## src/rtl/usb_pkg.sv

```systemverilog
// rtl/usb_pkg.sv - shared USB types, PID/SYNC bytes, CRC16 constants and line encodings
package usb_pkg;

   typedef enum logic [1:0] {
      PKT_ACK   = 2'd0,
      PKT_NAK   = 2'd1,
      PKT_DATA  = 2'd2,
      PKT_STALL = 2'd3
   } tx_packet_t;

   typedef enum logic [2:0] {
      ST_IDLE,
      ST_SYNC,
      ST_PID,
      ST_DATA,
      ST_CRC_LO,
      ST_CRC_HI,
      ST_EOP_SE0,
      ST_EOP_J
   } tx_state_t;

   localparam logic [7:0] PID_ACK   = 8'hD2;
   localparam logic [7:0] PID_NAK   = 8'h5A;
   localparam logic [7:0] PID_STALL = 8'h1E;
   localparam logic [7:0] PID_DATA0 = 8'hC3;
   localparam logic [7:0] PID_DATA1 = 8'h4B;
   localparam logic [7:0] SYNC_BYTE = 8'h80;

   localparam logic [15:0] CRC16_POLY     = 16'h8005;
   localparam logic [15:0] CRC16_INIT     = 16'hFFFF;
   localparam logic [15:0] CRC16_RESIDUAL = 16'h800D;

   // {D+, D-}
   localparam logic [1:0] LINE_J   = 2'b10;
   localparam logic [1:0] LINE_K   = 2'b01;
   localparam logic [1:0] LINE_SE0 = 2'b00;

   function automatic logic [7:0] rev8(input logic [7:0] v);
      logic [7:0] r;
      for (int i = 0; i < 8; i++) r[i] = v[7-i];
      return r;
   endfunction

endpackage

```

## src/rtl/usb_crc16_serial.sv

```systemverilog
// rtl/usb_crc16_serial.sv - bit-serial CRC16 (x^16+x^15+x^2+1), shared by TX and RX paths
module usb_crc16_serial (
   input  logic        clk,
   input  logic        n_rst,
   input  logic        clear,
   input  logic        shift_en,
   input  logic        bit_in,
   output logic [15:0] crc
);
   import usb_pkg::*;

   always_ff @(posedge clk or negedge n_rst) begin
      if (!n_rst) begin
         crc <= CRC16_INIT;
      end else if (clear) begin
         crc <= CRC16_INIT;
      end else if (shift_en) begin
         crc <= {crc[14:0], 1'b0} ^ ((bit_in ^ crc[15]) ? CRC16_POLY : 16'h0000);
      end
   end

endmodule

```

## src/rtl/usb_tx_encoder.sv

```systemverilog
// rtl/usb_tx_encoder.sv - USB full-speed packet transmitter: SYNC/PID/payload/CRC16,
// bit stuffing, NRZI and EOP onto D+/D-
module usb_tx_encoder #(
   parameter int CLKS_PER_BIT = 4,
   parameter int MAX_PAYLOAD  = 64
) (
   input  logic       clk,
   input  logic       n_rst,
   input  logic       tx_start,
   input  logic [1:0] tx_packet,
   input  logic       data_pid_sel,
   input  logic [6:0] buffer_occupancy,
   input  logic [7:0] tx_packet_data,
   output logic       get_tx_packet_data,
   output logic       dplus_out,
   output logic       dminus_out,
   output logic       tx_transfer_active,
   output logic       tx_error
);
   import usb_pkg::*;

   localparam int CW = (CLKS_PER_BIT > 1) ? $clog2(CLKS_PER_BIT) : 1;

   tx_state_t   state, state_next;
   tx_packet_t  pkt;
   logic        pid_sel, start_q, accept, stuffing, abort, get_q, err_q;
   logic [6:0]  len, byte_cnt, data_len;
   logic [2:0]  bit_idx, bit_idx_next, ones_cnt, ones_next;
   logic [CW-1:0] clk_cnt;
   logic [7:0]  tx_byte, pid_byte, nxt_byte;
   logic [1:0]  line;
   logic [15:0] crc;
   logic        slot_end, in_bits, hold, move, crc_shift, nxt_bit;

   usb_crc16_serial u_crc (
      .clk      (clk),
      .n_rst    (n_rst),
      .clear    (accept),
      .shift_en (crc_shift),
      .bit_in   (tx_byte[bit_idx]),
      .crc      (crc)
   );

   assign accept    = tx_start && (state == ST_IDLE) && !start_q;
   assign data_len  = (buffer_occupancy > 7'(MAX_PAYLOAD)) ? 7'(MAX_PAYLOAD) : buffer_occupancy;
   assign slot_end  = (state != ST_IDLE) && (clk_cnt == CW'(CLKS_PER_BIT - 1));
   assign in_bits   = state inside {ST_SYNC, ST_PID, ST_DATA, ST_CRC_LO, ST_CRC_HI};
   assign ones_next = tx_byte[bit_idx] ? ones_cnt + 3'd1 : 3'd0;
   // A stuffed slot keeps the bit position; the position moves on when it ends.
   assign hold      = slot_end && in_bits && !stuffing && !abort && (ones_next == 3'd6);
   assign move      = (state == ST_IDLE) ? start_q : (slot_end && !hold);
   // Payload byte is loaded during the pop cycle, so the CRC consumes each bit one clk later.
   assign crc_shift = (state == ST_DATA) && !stuffing && !abort && (clk_cnt == CW'(1));

   always_comb begin
      case (pkt)
         PKT_ACK:   pid_byte = PID_ACK;
         PKT_NAK:   pid_byte = PID_NAK;
         PKT_STALL: pid_byte = PID_STALL;
         default:   pid_byte = pid_sel ? PID_DATA1 : PID_DATA0;
      endcase
   end

   always_ff @(posedge clk or negedge n_rst) begin
      if (!n_rst) state <= ST_IDLE;
      else        state <= state_next;
   end

   always_comb begin
      state_next = state;
      if (state == ST_IDLE) begin
         if (start_q) state_next = ST_SYNC;
      end else if (move) begin
         if (abort && state == ST_DATA) begin
            state_next = ST_EOP_SE0;
         end else begin
            case (state)
               ST_SYNC:    if (bit_idx == 3'd7) state_next = ST_PID;
               ST_PID:     if (bit_idx == 3'd7)
                              state_next = (pkt != PKT_DATA) ? ST_EOP_SE0 :
                                           (len != 7'd0)     ? ST_DATA : ST_CRC_LO;
               ST_DATA:    if (bit_idx == 3'd7 && (byte_cnt + 7'd1) == len) state_next = ST_CRC_LO;
               ST_CRC_LO:  if (bit_idx == 3'd7) state_next = ST_CRC_HI;
               ST_CRC_HI:  if (bit_idx == 3'd7) state_next = ST_EOP_SE0;
               ST_EOP_SE0: if (bit_idx == 3'd1) state_next = ST_EOP_J;
               default:    state_next = ST_IDLE;
            endcase
         end
      end
   end

   always_comb begin
      tx_transfer_active = (state != ST_IDLE);
      dplus_out          = line[1];
      dminus_out         = line[0];
      get_tx_packet_data = get_q;
      tx_error           = err_q;
   end

   // The CRC is transmitted complemented, highest-order coefficient first.
   always_comb begin
      bit_idx_next = (state_next != state) ? 3'd0 : bit_idx + 3'd1;
      case (state_next)
         ST_SYNC:   nxt_byte = SYNC_BYTE;
         ST_PID:    nxt_byte = pid_byte;
         ST_DATA:   nxt_byte = (bit_idx_next == 3'd0) ? tx_packet_data : tx_byte;
         ST_CRC_LO: nxt_byte = rev8(~crc[15:8]);
         ST_CRC_HI: nxt_byte = rev8(~crc[7:0]);
         default:   nxt_byte = tx_byte;
      endcase
      nxt_bit = nxt_byte[bit_idx_next];
   end

   always_ff @(posedge clk or negedge n_rst) begin
      if (!n_rst) begin
         start_q  <= 1'b0;
         pkt      <= PKT_ACK;
         pid_sel  <= 1'b0;
         len      <= 7'd0;
         byte_cnt <= 7'd0;
         bit_idx  <= 3'd0;
         clk_cnt  <= '0;
         ones_cnt <= 3'd0;
         stuffing <= 1'b0;
         tx_byte  <= 8'h00;
         line     <= LINE_J;
         get_q    <= 1'b0;
         abort    <= 1'b0;
         err_q    <= 1'b0;
      end else begin
         start_q <= accept;
         get_q   <= 1'b0;
         if (accept) begin
            pkt      <= tx_packet_t'(tx_packet);
            pid_sel  <= data_pid_sel;
            len      <= (tx_packet == PKT_DATA) ? data_len : 7'd0;
            err_q    <= 1'b0;
            abort    <= 1'b0;
            byte_cnt <= 7'd0;
            ones_cnt <= 3'd0;
            stuffing <= 1'b0;
         end
         if (state == ST_IDLE || slot_end) clk_cnt <= '0;
         else                              clk_cnt <= clk_cnt + CW'(1);
         if (slot_end && in_bits && !stuffing) ones_cnt <= hold ? 3'd0 : ones_next;
         if (hold) begin
            stuffing <= 1'b1;
            line     <= ~line;
         end
         if (move) begin
            stuffing <= 1'b0;
            bit_idx  <= bit_idx_next;
            tx_byte  <= nxt_byte;
            if (state == ST_DATA && bit_idx == 3'd7 && !abort) byte_cnt <= byte_cnt + 7'd1;
            get_q <= (state_next == ST_DATA) && (bit_idx_next == 3'd0);
            case (state_next)
               ST_EOP_SE0:       line <= LINE_SE0;
               ST_EOP_J, ST_IDLE: line <= LINE_J;
               default:          line <= nxt_bit ? line : ~line;
            endcase
         end
         if (get_q) begin
            tx_byte <= tx_packet_data;
            if (buffer_occupancy == 7'd0) begin
               abort <= 1'b1;
               err_q <= 1'b1;
            end
         end
      end
   end

endmodule

```

## config.mk

```make
export PLATFORM = sky130hd
export DESIGN_NAME = usb_tx_encoder
export DESIGN_NICKNAME = d
export VERILOG_FILES = /design/src/rtl/usb_pkg.sv /design/src/rtl/usb_crc16_serial.sv /design/src/rtl/usb_tx_encoder.sv
export SDC_FILE = /design/constraint.sdc
export NUM_CORES = 1
export LEC_CHECK = 0
export CAP_MARGIN = 5
export CORE_ASPECT_RATIO = 0.6
export CORE_MARGIN = 2
export CORE_UTILIZATION = 47
export DETAILED_ROUTE_END_ITERATION = 16
export PLACE_DENSITY = 0.67
export RECOVER_POWER = 100
export SKIP_LAST_GASP = 1
export SYNTH_ARGS = -nofsm -noshare
export SYNTH_HDL_FRONTEND = slang
export SYNTH_SLANG_ARGS = --single-unit
```

## constraint.sdc

```tcl
create_clock -name clk -period 9.63 [get_ports clk]
set_input_delay 1.926 -clock clk [delete_from_list [all_inputs] [get_ports clk]]
set_output_delay 1.926 -clock clk [all_outputs]
set_load 0.01 [all_outputs]
```

==> run summary <==
## Synthesis
* 3866 µm² — total standard cell area after synthesis
* 100.0% — fraction of synthesis flops using an asynchronous set or reset pin
* 38.74% — register area share after synthesis
* 59 — count of state elements after synthesis
* 476 — Synth Net Count
* 0 — total of warnings raised by yosys
* 80 — number of distinct library cells after synthesis
* sky130_fd_sc_hd__dfrtp_1 — Primary FF master, synth
* 8.630 µm² — Avg Inst Size Synth
* 448 — instance count of the mapped netlist
* 0 — count of flip-flops with a built-in enable after synthesis

## Clock network
* 0 — number of buffers inserted to repair setup after CTS
* sky130_fd_sc_hd__clkbuf_16 — root buf cell
* 59 — TritonCTS sink count
* 3 — Clock H-tree levels
* 9 — CTS Buf Count
* 50 ps — clock transition at the registers of the reported paths
* 330 ps — Skew-Pair Late Insertion Delay
* 0 — number of gates given a new drive strength after cts
* 2 — buffer levels on the longest clock path
* yes — TritonCTS clock tree
* 0 — hold bufs inserted after CTS

## Timing
* -106.4% — remaining max-slew budget at the tightest pin
* 5600 ps — min Tclk post-route
* 3095 ps — transition time of the tightest slew-check pin
* false — unrepaired setup endpoints after global routing
* 75 — final slew viol count
* 58.15% — final period utilization
* 489.3 ps — worst hold margin
* 178.6 MHz — fmax
* 0 — final hold violations
* 6.521 ps — skew final
* 0 — final setup vio count
* 0 ps — Sum Neg Setup Slack

## Setup path
* state[0] — Worst Setup SP
* line[0] — Critical R2R Capture
* 15 — maximum fanout along the worst path
* flop — type of element capturing the critical path
* 5810 ps — Arrival @ worst endpoint
* 4030 ps — worst reg-to-reg setup slack
* flop to flop — Critical Setup Path Class
* 9840 ps — data required time of the worst path
* state[0] — worst r2r src
* flop — launching element type of the critical path
* 13 — reg2reg path depth
* line[0] — crit path to

## Power
* 883.3 µW — P_int
* 44.54% — fraction of power spent switching nets
* 357.9 nW/µm² — total power divided by cell area
* 0.1880 mV — VDD IR-drop max
* 48.4% — power share of the combinational group
* 709.5 µW — Net Sw Power
* 20.9% — power share of the clock group
* 30.7% — relative contribution of sequential cells to total power
* 1.812 nW — static leakage

## Detailed routing
* 18.75 µm — routed len/inst
* 6.211 — vias per cell
* 0 — Residual DRC
* 400 — DRC marker count from the first detailed-route iteration
* 3615 — via count of the routed design
* 10.91 mm — overall routed net length
* 5 — First-pass DRT Iterations
* 0 — antenna-violating nets left

## Final layout
* 10.76% — fraction of layout instances using a drive strength above 1
* 497 — net count of the finished layout
* 15.11% — Area growth, synth to finish
* 62 x sky130_fd_sc_hd__nand2_1, 48 x sky130_fd_sc_hd__o21ai_0, 42 x sky130_fd_sc_hd__dfrtp_1 — most frequent cells in the layout
* 736 — fillers
* 0 — Antenna Cells
* 4451 µm² — fin area
* sky130_fd_sc_hd__nand2_1 — commonest non-fill, non-tap cell in the layout

## Worst hold path
* flop to flop — class of the tightest hold or removal check

## Floorplan
* 48.85% — starting density of the core
* 121.1 µm — Horiz. Die Dim
* 25 — placement row count
* 26 — ports placed on the boundary
* 74.26 µm — Die Y
* 7914 µm² — Floorplan Core Area
* 8992 µm² — die area

## Global route
* 0 — total global routing overflow
* 60 — largest net degree at the start of global routing
* 0 — initial antenna violation count
* 18.42 mm — first-pass GRT wire length
* 26.82% — global-route total usage across every layer
* 3354 — number of global-route vias before repair

## Placed design
* 25 — number of buffers added on ports
* 4199 µm² — placed cell areas
* 8.135 mm — post-detail-place hpwl
* 1.013 — final estimated routing congestion in global placement

## Run status
* finished, violations left — outcome
* capacitance limit, slew limit — violated checks

## Flow run
* 2 — max capacitance violation total

area by class of cell:
| class | instances | area, µm² | area share [%] |
|---|---|---|---|
| tap | 108 | 135.1 | 3.036 |
| multi-input combinational | 350 | 2156 | 48.44 |
| clock inverter | 2 | 13.76 | 0.3092 |
| timing repair buffer | 28 | 260.3 | 5.848 |
| clock buffer | 14 | 306.5 | 6.888 |
| inverter | 21 | 81.33 | 1.827 |
| sequential | 59 | 1498 | 33.65 |
how the worst min path moves through the flow:
stage | to | from | slack, ps | cells after the start
2_1_floorplan | pid_sel | pid_sel | 450 | 2
3_3_place_gp | clk_cnt[0] | clk_cnt[0] | 470 | 1
3_5_place_dp | clk_cnt[0] | clk_cnt[0] | 470 | 1
4_1_cts | clk_cnt[0] | clk_cnt[0] | 490 | 1
5_1_grt | u_crc.crc[6] | u_crc.crc[5] | 510 | 2
6_report | u_crc.crc[9] | u_crc.crc[8] | 490 | 2
layer usage:
layer  track usage, %  wire length (µm)  up-vias
met5                0                 0        -
met4            6.589               111        0
met3            8.282              1019       10
met2            36.08              4273      153
met1            41.32              5507     1746
li1                 -                 -     1706
cell usage after synthesis, drive strengths merged, types with 7 or more instances:
library cell	instances	area, µm²
a211oi	12	105.1
a21oi	20	100.1
a22o	8	70.07
buf	7	35.02
clkbuf	11	41.29
dfrtp	42	1051
dfstp	17	446.7
ha	7	87.58
inv	21	81.33
nand2	63	239.0
nand3	22	110.1
nor2	37	143.9
nor3	8	55.05
o21ai	51	259.0
xnor2	11	96.34
flip-flops by register name, summed over array words and instances, names as in the netlist:
register            count
byte_cnt                7
start_q                 1
stuffing                1
tx_error                1
tx_byte                 8
ones_cnt                3
clk_cnt                 2
pid_sel                 1
get_tx_packet_data      1
u_crc.crc              16
abort                   1
bit_idx                 3
len                     7
pkt                     2
state                   3
line                    2
power groups by stage:
stage,Combinational (mW),Sequential [mW],Clock [mW]
5_1_grt,0.855,0.504,0.353
3_3_place_gp,0.770,0.491,0
2_1_floorplan,0.615,0.432,0
3_5_place_dp,0.780,0.490,0
6_report,0.771,0.489,0.333
4_1_cts,0.783,0.487,0.340
through the flow:
| step | std cells | utilization (%) | setup slack [ps] | total power [mW] |
|---|---|---|---|---|
| 2_1_floorplan | 448 | - | 5831 | 1.047 |
| 3_3_place_gp | 566 | 53.06 | 5274 | 1.261 |
| 3_5_place_dp | 566 | 53.06 | 5190 | 1.269 |
| 4_1_cts | 582 | 57.11 | 5177 | 1.610 |
| 5_1_grt | 582 | 56.24 | 3520 | 1.712 |
| 6_report | 582 | 56.24 | 4030 | 1.593 |
worst max-delay path: stages (launching register included):
cell and delay (ps):
sky130_fd_sc_hd__dfrtp_1 550, sky130_fd_sc_hd__nor3_1 850, sky130_fd_sc_hd__inv_1 200, sky130_fd_sc_hd__nand2_1 170, sky130_fd_sc_hd__nor2_1 90, sky130_fd_sc_hd__o22ai_1 600
sky130_fd_sc_hd__inv_1 310, sky130_fd_sc_hd__a211oi_1 1250, sky130_fd_sc_hd__nand3_1 240, sky130_fd_sc_hd__o2111a_1 220, sky130_fd_sc_hd__o311ai_0 400, sky130_fd_sc_hd__o211ai_2 160
sky130_fd_sc_hd__nand2_2 100, sky130_fd_sc_hd__mux2_1 320
kinds of logic after synthesis:
kind of cell | count (synthesis) | share of synthesized area, %
AO/OA/AOI/OAI | 148 | 27.09
multiplexers | 8 | 2.265
flip-flops | 59 | 38.74
buffers and inverters | 39 | 4.077
AND/OR/NAND/NOR | 172 | 22.17
XOR/XNOR | 15 | 3.398
adder cells (fa/ha/maj) | 7 | 2.265
Note: power is estimated with default switching activity, not from simulation.
